<file path="src/rtl/phase_seq.sv">
// Multi-phase clock-enable sequencer: one-hot phase enables per instruction
// cycle, with run/step control, per-phase wait stretching, stall and a cycle count.
module phase_seq #(
  parameter int NUM_PHASES = 4,
  parameter int WAIT_W     = 4,
  parameter int CNT_W      = 16,
  localparam int IDX_W     = (NUM_PHASES > 2) ? $clog2(NUM_PHASES) : 1
) (
  input  logic                  CLK,
  input  logic                  RESET_N,
  input  logic                  RUN,
  input  logic                  STEP,
  input  logic                  STALL,
  input  logic [WAIT_W-1:0]     PHASE_WAIT,
  output logic [NUM_PHASES-1:0] PHASE,
  output logic [IDX_W-1:0]      PHASE_IDX,
  output logic                  CYCLE_END,
  output logic                  BUSY,
  output logic [CNT_W-1:0]      CYCLE_CNT
);

  typedef enum logic {
    S_IDLE   = 1'b0,
    S_ACTIVE = 1'b1
  } state_t;

  localparam logic [IDX_W-1:0]      LAST_IDX    = IDX_W'(NUM_PHASES - 1);
  localparam logic [NUM_PHASES-1:0] FIRST_PHASE = NUM_PHASES'(1);

  state_t                  state_q, state_d;
  logic [NUM_PHASES-1:0]   phase_q, phase_d;
  logic [IDX_W-1:0]        idx_q, idx_d;
  logic [WAIT_W-1:0]       wait_q, wait_d;
  logic [CNT_W-1:0]        cnt_q, cnt_d;
  logic                    step_q, step_d;
  logic                    cycle_end;

  always_comb begin
    state_d   = state_q;
    phase_d   = phase_q;
    idx_d     = idx_q;
    wait_d    = wait_q;
    cnt_d     = cnt_q;
    step_d    = step_q;
    cycle_end = 1'b0;

    case (state_q)
      S_IDLE: begin
        if (RUN || STEP) begin
          state_d = S_ACTIVE;
          phase_d = FIRST_PHASE;
          idx_d   = '0;
          wait_d  = PHASE_WAIT;
          // A STEP only counts as a single-step when RUN is not also asking to run.
          step_d  = !RUN;
        end
      end
      S_ACTIVE: begin
        if (!STALL) begin
          if (wait_q != '0) begin
            wait_d = wait_q - WAIT_W'(1);
          end else if (idx_q != LAST_IDX) begin
            idx_d   = idx_q + IDX_W'(1);
            phase_d = phase_q << 1;
            wait_d  = PHASE_WAIT;
          end else begin
            cycle_end = 1'b1;
            cnt_d     = cnt_q + CNT_W'(1);
            if (RUN && !step_q) begin
              phase_d = FIRST_PHASE;
              idx_d   = '0;
              wait_d  = PHASE_WAIT;
            end else begin
              state_d = S_IDLE;
              phase_d = '0;
              idx_d   = '0;
              wait_d  = '0;
              step_d  = 1'b0;
            end
          end
        end
      end
      default: state_d = S_IDLE;
    endcase
  end

  always_ff @(posedge CLK or negedge RESET_N) begin
    if (!RESET_N) begin
      state_q <= S_IDLE;
      phase_q <= '0;
      idx_q   <= '0;
      wait_q  <= '0;
      cnt_q   <= '0;
      step_q  <= 1'b0;
    end else begin
      state_q <= state_d;
      phase_q <= phase_d;
      idx_q   <= idx_d;
      wait_q  <= wait_d;
      cnt_q   <= cnt_d;
      step_q  <= step_d;
    end
  end

  assign PHASE     = phase_q;
  assign PHASE_IDX = idx_q;
  assign CYCLE_END = cycle_end;
  assign BUSY      = (state_q == S_ACTIVE);
  assign CYCLE_CNT = cnt_q;

endmodule
</file>
<file path="config.mk">
export PLATFORM = sky130hd
export DESIGN_NAME = phase_seq
export DESIGN_NICKNAME = d
export VERILOG_FILES = /design/src/rtl/phase_seq.sv
export SDC_FILE = /design/constraint.sdc
export NUM_CORES = 1
export LEC_CHECK = 0
export ABC_AREA = 0
export BUFFER_PORTS_ARGS = -buffer_cell sky130_fd_sc_hd__buf_2
export CAP_MARGIN = 0
export CORE_MARGIN = 5
export CORE_UTILIZATION = 47
export DETAILED_ROUTE_END_ITERATION = 10
export HOLD_SLACK_MARGIN = 0.05
export PLACE_DENSITY_LB_ADDON = 0.3
export SETUP_SLACK_MARGIN = 0.3
export SYNTH_ARGS = -nofsm -noshare
export SYNTH_HDL_FRONTEND = slang
export SYNTH_SLANG_ARGS = --single-unit
</file>
<file path="constraint.sdc">
create_clock -name CLK -period 2.3 [get_ports CLK]
set_clock_uncertainty 0.1 [all_clocks]
set_input_delay 0.345 -clock CLK [delete_from_list [all_inputs] [get_ports CLK]]
set_output_delay 0.345 -clock CLK [all_outputs]
set_load 0.02 [all_outputs]
</file>
==> out/metrics.yaml, run 1 <==
placement:
  gp_congestion: 0.803
  place_inst: 200
  portBuffers: 32
  place_ws_ps: 104
  dpl.hpwl_um: 2210
worst_setup_path:
  crit_family: "simple AND/OR/NAND/NOR gates"
  startpoint: "wait_q[0]$_DFFE_PN0P_"
  cp-end-kind: "output pin"
  crit_chain: "inv_2 > ha_4 > or3b_4 > nor3_4 > buf_6"
  slowest_delay_ps: 430
  r2r-start: "wait_q[0]$_DFFE_PN0P_"
  cp_num_buf_inv: 2
  crit_required_ps: 1860
  worst-setup-path-type: "flip-flop to output pin"
  critPathArrivalTime_ps: 1740
  crit_slowest_cell: "dfrtp_1"
  reg2reg_slack_ps: 200
  path_max_fanout: 4
  start_kind: "flip-flop"
  reg2regPathDepth: 7
  path_depth: 5
timing:
  layout_min_cycle_time_ps: 2180
  hold_slack_ps: 145
  fin_crit_sh: 0.950
  tightest_slew_ps: 628
  tns_ps: 0
  maxSlewHeadroom: 0.582
  fmax_mhz: 458
  finalHoldViolations: 0
  setup_viol: 0
  slew_violations: 0
  setup_slack_ps: 115
  rsz0062_at_grt: "true"
synth:
  yosys.area_share.simple: 0.233
  ys_ff_latch: 28
  synth_cell_types: 38
  synth_edf_count: 0
  synth.mux.area_fraction: 0.0162
  synth_compound_area_frac: 0.0946
  synthCells: 137
  synth-seq-area-share: 0.505
  syn-num-nets: 149
  synthArstFlopShare: 1.00
  yosys_warnings: 0
  synth_top_cell_by_area: "dfrtp_1"
  post_synth.cell_area_avg_um2: 10.1
  syn_area_um2: 1390
  yosys.area_share.xor_xnor: 0.0946
  synthTopCellsByArea: "dfrtp_1, xnor2_1, nand2_1"
  synth_top_family_by_area: "simple AND/OR/NAND/NOR gates"
  yosys_most_used_dff: "dfrtp_1"
  synthAdderAreaFrac: 0.0270
  synth_top_area_frac: 0.505
clocking:
  clkTransAtPathRegs_ps: 150
  clk_latency_ps: 330
  cts.sinks: 28
  tritoncts: "done"
  cts_buffers: 3
  clockBufferDepth: 2
  root_buffer: "clkbuf_4"
  htree_num_levels: 1
finish:
  nets: 197
  final_cells: 215
  post-route-util: 0.630
  fillerInstances: 253
  mostFrequentLayoutCells: "buf_2, dfrtp_1, nand2_1"
  n_antenna_cell: 0
  area_delta_synth_final_pct: 27.2
  drive_gt1_frac: 0.337
  layout_commonest_cell: "buf_2"
grt:
  overflow: 0
  grt_pass1_vias: 1182
  grt_max_degree: 29
  track_usage: 0.163
  grt_first_pass_wirelength_um: 5350
  antenna_found_initial: 0
die:
  die_w_um: 64.4
  start_util: 0.495
  die_h_um: 64.4
  io_pins: 33
  row_count: 19
  core_area_um2: 2810
  die_area_um2: 4140
hold_path:
  min_path_type: "input pin to flip-flop"
  hold_depth: 3
  hp-start: "PHASE_WAIT[1]"
pwr:
  leakage_nw: 0.905
  peakVddDrop_mv: 0.417
  powerDensity_nw_per_um2: 660
route:
  first_pass_iters: 4
  drt_wl_total_um: 3230
  route.detailed.drc: 0
  via_count: 1173
  wl_per_cell_um: 15.0
  viasPerCell: 5.46
  drt-initial-drc-count: 32
  ant_nets: 0
run:
  drv_cap: 0
run_status:
  status: "completed"
-- flip-flops by register name, indices dropped and copies added, names as in the netlist --
| register | cells |
|---|---|
| PHASE | 4 |
| BUSY | 1 |
| PHASE_IDX | 2 |
| step_q | 1 |
| wait_q | 4 |
| CYCLE_CNT | 16 |
-- final timing paths --
path	to
worst max-delay path	CYCLE_END
max in group asynchronous	CYCLE_CNT[3]$_DFFE_PN0P_
min in group asynchronous	PHASE[2]$_DFFE_PN0P_
worst max register to register	CYCLE_CNT[7]$_DFFE_PN0P_
worst min register to register	CYCLE_CNT[15]$_DFFE_PN0P_
worst min-delay path	wait_q[1]$_DFFE_PN0P_
-- worst reg2reg max path: stages (launching register included) --
cell,delay (ps)
dfrtp_1,430
inv_2,90
ha_4,140
or3b_4,420
buf_4,170
nor4_4,130
or3b_1,390
xnor2_1,130
-- area by class of cell --
class,instances,area (um^2),area share
timing repair buffer,46,278,0.157
inverter,6,22.5,0.0127
multi-input combinational,100,691,0.391
clock buffer,4,36.3,0.0205
tap,31,38.8,0.0220
sequential,28,701,0.397
-- cell families (layout without fill, tap and decap cells) --
| family | after synthesis | in the layout |
|---|---|---|
| XOR/XNOR | 15 | 15 |
| multiplexers | 2 | 2 |
| AND/OR/NAND/NOR | 60 | 60 |
| buffers and inverters | 9 | 56 |
| AO/OA/AOI/OAI | 20 | 20 |
| flip-flops | 28 | 28 |
| adder cells (fa/ha/maj) | 3 | 3 |
-- report_power, final --
| part | switching, mW | total, mW | internal [mW] |
|---|---|---|---|
| logic | 0.166 | 0.328 | 0.162 |
| registers | 0.0558 | 0.597 | 0.541 |
| clock network | 0.144 | 0.241 | 0.0969 |
-- metal layers --
metal  global-route usage  wire (um)  vias to the layer above
met4               0.0607         16                        0
met5                    0          0                        -
met2                0.280       1660                       23
met3               0.0315        127                        2
li1                     -          -                      573
met1                0.202       1430                      575
-- stage by stage --
stage | total power, mW | cell area, um^2
3_3_place_gp | 0.853 | 1620
6_report | 1.17 | 1770
5_1_grt | 1.25 | 1770
4_1_cts | 1.14 | 1720
3_5_place_dp | 0.865 | 1620
2_1_floorplan | 0.783 | 1420
-- cells in the mapped netlist, types with 2 or more instances --
cell type / number
nand4_1: 4
nor3_1: 4
dfrtp_1: 28
xnor2_1: 10
or3b_1: 2
nor2_1: 7
mux2_2: 2
or3_1: 3
and3_1: 3
nand3_1: 4
o21ai_0: 7
o22ai_1: 2
clkbuf_1: 2
nand2b_1: 2
ha_1: 3
nand2_1: 22
inv_1: 6
xor2_1: 5
a21oi_1: 2
-- timing repair --
| action | in CTS | in global routing |
|---|---|---|
| hold buffers | 1 | 0 |
| setup endpoints to repair | 12 | 15 |
| cloned | 0 | 0 |
| pin swaps | 2 | 3 |
| endpoints found under the hold margin | 28 | 0 |
| buffers inserted | 6 | 4 |
| gates resized for setup | 3 | 4 |
No activity file was read; power rests on OpenSTA's default activity.
==> inputs of run 2 (changes only) <==
ABC_AREA = 1   (was 0)
CORE_MARGIN = 2   (was 5)
CORE_UTILIZATION = 49   (was 47)
==> out/metrics.yaml, run 2 <==
hold_path:
  hp-start: "STEP"
  hold_depth: 3
  holdPathEnd: "step_q$_DFFE_PN0P_"
  min_path_type: "input pin to flip-flop"
grt:
  grt_first_pass_wirelength_um: 5830
  antenna_found_initial: 0
  grt_max_degree: 29
  track_usage: 0.181
  overflow: 0
  grt_pass1_vias: 1366
worst_setup_path:
  critPathArrivalTime_ps: 1490
  crit_required_ps: 1860
  reg2reg_slack_ps: 480
  worst-setup-path-type: "flip-flop to output pin"
  path_max_fanout: 4
  cp-end-kind: "output pin"
  r2r-end: "CYCLE_CNT[9]$_DFFE_PN0P_"
  reg2regPathDepth: 10
  start_kind: "flip-flop"
  r2r-start: "wait_q[0]$_DFFE_PN0P_"
route:
  viasPerCell: 4.75
  drt-initial-drc-count: 69
  wl_per_cell_um: 10.9
  drt_wl_total_um: 3290
  first_pass_iters: 4
  ant_nets: 0
  via_count: 1436
  route.detailed.drc: 0
placement:
  gp_congestion: 0.812
  portBuffers: 32
  dpl.hpwl_um: 2450
synth:
  synth_top_area_frac: 0.404
  yosys-top-cells-count: "nand2_1, dfrtp_1, inv_1"
  synthTopCellsByArea: "dfrtp_1, nand2_1, inv_1"
  syn_area_um2: 1730
  yosys_most_used_dff: "dfrtp_1"
  synth_cell_types: 30
  synth_edf_count: 0
  synthArstFlopShare: 1.00
  yosys_warnings: 0
  synth_top_cell_by_area: "dfrtp_1"
  ys_ff_latch: 28
  post_synth.cell_area_avg_um2: 7.95
  synth.most_common_cell: "nand2_1"
  synthCells: 218
  syn-num-nets: 230
  synth-seq-area-share: 0.404
die:
  core_area_um2: 3360
  start_util: 0.515
  die_h_um: 63.5
  die_area_um2: 4030
  row_count: 21
  io_pins: 33
  die_w_um: 63.5
pwr:
  peakVddDrop_mv: 0.417
  finalPower_mw: 1.49
  leakage_nw: 1.16
  powerDensity_nw_per_um2: 742
timing:
  fmax_mhz: 517
  tns_ps: 0
  rsz0062_at_grt: "false"
  finalHoldViolations: 0
  maxSlewHeadroom: 0.587
  slew_violations: 0
  setup_viol: 0
  tightest_slew_ps: 620
  layout_min_cycle_time_ps: 1930
  fin_crit_sh: 0.841
clocking:
  tritoncts: "done"
  cts_buffers: 3
  root_buffer: "clkbuf_4"
  cts.sinks: 28
  clockBufferDepth: 2
  clk_latency_ps: 330
  clkTransAtPathRegs_ps: 150
  htree_num_levels: 1
finish:
  mostFrequentLayoutCells: "nand2_1, buf_2, dfrtp_1"
  n_antenna_cell: 0
  drive_gt1_frac: 0.281
  fillerInstances: 348
  nets: 269
  largest_reg_flops: 16
  layout_commonest_cell: "nand2_1"
  area_delta_synth_final_pct: 15.9
run_status:
  status: "completed"
run:
  drv_cap: 0
run 2: changes by cell type after synthesis, moves of 5 or more:
cell / previous run / this run
nand3_1: 4 / 11
nor2_1: 7 / 19
nor2_4: 0 / 5
xnor2_1: 10 / 4
nand2_1: 22 / 75
inv_1: 6 / 24
nand2_2: 0 / 6
run 2: cell families (layout without fill, tap and decap cells):
| kind of cell | Yosys count | in the layout | share of synthesized area |
|---|---|---|---|
| compound gates | 18 | 18 | 0.0570 |
| fa+ha+maj | 3 | 3 | 0.0217 |
| flops | 28 | 28 | 0.404 |
| buf+inv | 30 | 68 | 0.0787 |
| xor+xnor | 8 | 8 | 0.0534 |
| simple gates | 131 | 131 | 0.385 |
run 2: worst max path at each step:
stage                     startpoint  cells past startpoint   endpoint
2_1_floorplan  wait_q[0]$_DFFE_PN0P_                      7  CYCLE_END
3_3_place_gp   wait_q[0]$_DFFE_PN0P_                      7  CYCLE_END
3_5_place_dp   wait_q[0]$_DFFE_PN0P_                      7  CYCLE_END
4_1_cts        wait_q[1]$_DFFE_PN0P_                      7  CYCLE_END
5_1_grt        wait_q[0]$_DFFE_PN0P_                      7  CYCLE_END
6_report       wait_q[0]$_DFFE_PN0P_                      7  CYCLE_END
run 2: area by class of cell:
type	count	area, um^2	area share
inverters	28	110	0.0548
flip-flops and latches	28	701	0.349
multi-input cells	160	908	0.452
well taps	46	57.6	0.0287
clock buffers	4	36.3	0.0181
repair buffers	36	195	0.0972
run 2: routing by layer:
metal	up-vias	share of wire	track usage
met2	29	0.47	0.300
met1	657	0.49	0.245
met3	2	0.037	0.0286
met5	-	0	0
li1	748	-	-
met4	0	0.0073	0.0489
run 2: worst max-delay path: stages (launching register included):
cell and delay, ps:
dfrtp_1 420, inv_2 100, ha_4 150, inv_2 40, nor2_4 100, nand2_4 80, nor2_8 120, buf_4 140
run 2: metrics by stage:
stage                     hold WS [ps]  instances   util  instance area [um^2]  worst slack [ps]
after floorplan                  -50.6        218      -                  1730               676
after global placement             304        294  0.572                  1920               463
after detailed placement           309        294  0.572                  1920               420
after CTS                          123        301  0.592                  1990               311
after global routing               149        302  0.597                  2010               291
final                              129        302  0.597                  2010               367
run 2: what timing repair did:
item,4_1_cts,5_1_grt
endpoints found under the setup margin,1,1
resized for setup,3,2
setup buffers,2,1
pin swaps,1,0
hold buffers,1,0
hold endpoints to repair,28,0
run 2: power breakdown:
part | internal (mW) | leakage, nW | switching, mW
sequential | 0.587 | 0.372 | 0.0835
combinational | 0.218 | 0.767 | 0.356
clock | 0.0969 | 0.0210 | 0.149
==> inputs of run 3 (changes only) <==
ABC_AREA = 0   (was 1)
CORE_UTILIZATION = 47   (was 49)
clock period = 1.7 ns   (was 2.3 ns; I/O delays follow)
==> out/metrics.yaml, run 3 (synthesized netlist as in run 1, its figures left out) <==
clocking:
  clkTransAtPathRegs_ps: 150
  htree_num_levels: 1
  clockBufferDepth: 2
  cts_buffers: 3
  tritoncts: "done"
  cts.sinks: 28
  root_buffer: "clkbuf_4"
  clk_latency_ps: 360
route:
  wl_per_cell_um: 16.9
  first_pass_iters: 4
  drt-initial-drc-count: 25
  via_count: 1379
  drt_wl_total_um: 4070
  viasPerCell: 5.72
  route.detailed.drc: 0
  ant_nets: 0
timing:
  layout_min_cycle_time_ps: 2100
  maxSlewHeadroom: 0.587
  slew_violations: 0
  fmax_mhz: 477
  setup_viol: 29
  tightest_slew_ps: 619
  fin_crit_sh: 1.23
  setup_slack_ps: -397
  finalHoldViolations: 0
  rsz0062_at_grt: "true"
  hold_slack_ps: 80.2
die:
  die_area_um2: 3410
  row_count: 19
  start_util: 0.499
  die_w_um: 58.4
  die_h_um: 58.4
  io_pins: 33
  core_area_um2: 2780
worst_setup_path:
  crit_required_ps: 1340
  reg2regPathDepth: 9
  worst-setup-path-type: "flip-flop to output pin"
  path_max_fanout: 4
  critPathArrivalTime_ps: 1740
  start_kind: "flip-flop"
  cp-end-kind: "output pin"
grt:
  antenna_found_initial: 0
  grt_first_pass_wirelength_um: 5780
  grt_max_degree: 29
  grt_pass1_vias: 1293
  track_usage: 0.225
  overflow: 0
finish:
  nets: 223
  largest_reg_flops: 16
  drive_gt1_frac: 0.529
  area_delta_synth_final_pct: 55.4
  layout_commonest_cell: "buf_2"
  mostFrequentLayoutCells: "buf_2, dfrtp_1, buf_4"
  post-route-util: 0.776
  fillerInstances: 175
  n_antenna_cell: 0
run_status:
  violations: "setup timing"
  status: "finished with violations"
placement:
  dpl.hpwl_um: 2370
  portBuffers: 32
  gp_congestion: 0.822
run:
  drv_cap: 0
pwr:
  leakage_nw: 1.13
  finalPower_mw: 1.93
  peakVddDrop_mv: 0.813
  powerDensity_nw_per_um2: 893
hold_path:
  min_path_type: "input pin to flip-flop"
  hold_depth: 3
## run 3: changes by cell type in the layout (fill, tap and decap cells not counted), sizes merged, moves of 4 or more
cell | before | now
inv | 28 | 6
nor2 | 28 | 7
nand3 | 12 | 4
xnor2 | 6 | 10
and3 | 0 | 4
nand2 | 85 | 22
o21ai | 13 | 7
buf | 35 | 70
## run 3: per-stage QoR
| step | std cells | setup slack, ps | instance area, um^2 | TNS (ps) |
|---|---|---|---|---|
| after floorplan | 137 | -362 | 1450 | -2680 |
| after detailed placement | 217 | -324 | 1760 | -4350 |
| after global routing | 241 | -426 | 2160 | -8660 |
| after CTS | 235 | -348 | 2040 | -3760 |
| after global placement | 217 | -274 | 1760 | -3250 |
| final | 241 | -397 | 2160 | -7380 |
## run 3: power by group
| group | switching [mW] | leakage [nW] | internal [mW] |
|---|---|---|---|
| sequential | 0.0554 | 0.366 | 0.732 |
| combinational | 0.321 | 0.736 | 0.357 |
| clock | 0.222 | 0.0279 | 0.239 |
## run 3: layer usage
layer,part of all wire,up-vias,routed length [um],track usage
li1,-,626,-,-
met1,0.39,695,1570,0.266
met2,0.54,43,2190,0.421
met3,0.038,15,156,0.0220
met4,0.036,0,148,0.0831
met5,0,-,0,0
## run 3: critical path: stages (launching register included)
cell	delay (ps)
dfrtp_1	440
inv_2	90
ha_4	130
or3b_4	430
nor3_4	170
buf_6	140
## run 3: path summary, 6_finish.rpt
| path | startpoint | endpoint | slack, ps |
|---|---|---|---|
| max | wait_q[0]$_DFFE_PN0P_ | CYCLE_END | -400 |
| min | PHASE_WAIT[3] | wait_q[3]$_DFFE_PN0P_ | 80 |
| max reg2reg | wait_q[0]$_DFFE_PN0P_ | CYCLE_CNT[4]$_DFFE_PN0P_ | -350 |
| min reg2reg | CYCLE_CNT[15]$_DFFE_PN0P_ | CYCLE_CNT[15]$_DFFE_PN0P_ | 380 |
| max in group asynchronous | RESET_N | CYCLE_CNT[3]$_DFFE_PN0P_ | 750 |
| min in group asynchronous | RESET_N | CYCLE_CNT[12]$_DFFE_PN0P_ | 320 |
## run 3: layout make-up
type	count	area [um^2]	area share
sequential	28	706	0.327
clock buffer	3	22.5	0.0104
timing repair buffer	72	524	0.243
multi-input combinational	100	815	0.377
inverter	6	22.5	0.0104
clock inverter	1	30.0	0.0139
tap	31	38.8	0.0180
## run 3: repair_timing
item,4_1_cts,5_1_grt
pin swaps,27,11
setup buffers,11,6
endpoints found under the hold margin,29,0
gates resized for setup,31,20
hold buffers,2,0
endpoints found under the setup margin,29,32
cloned,1,0
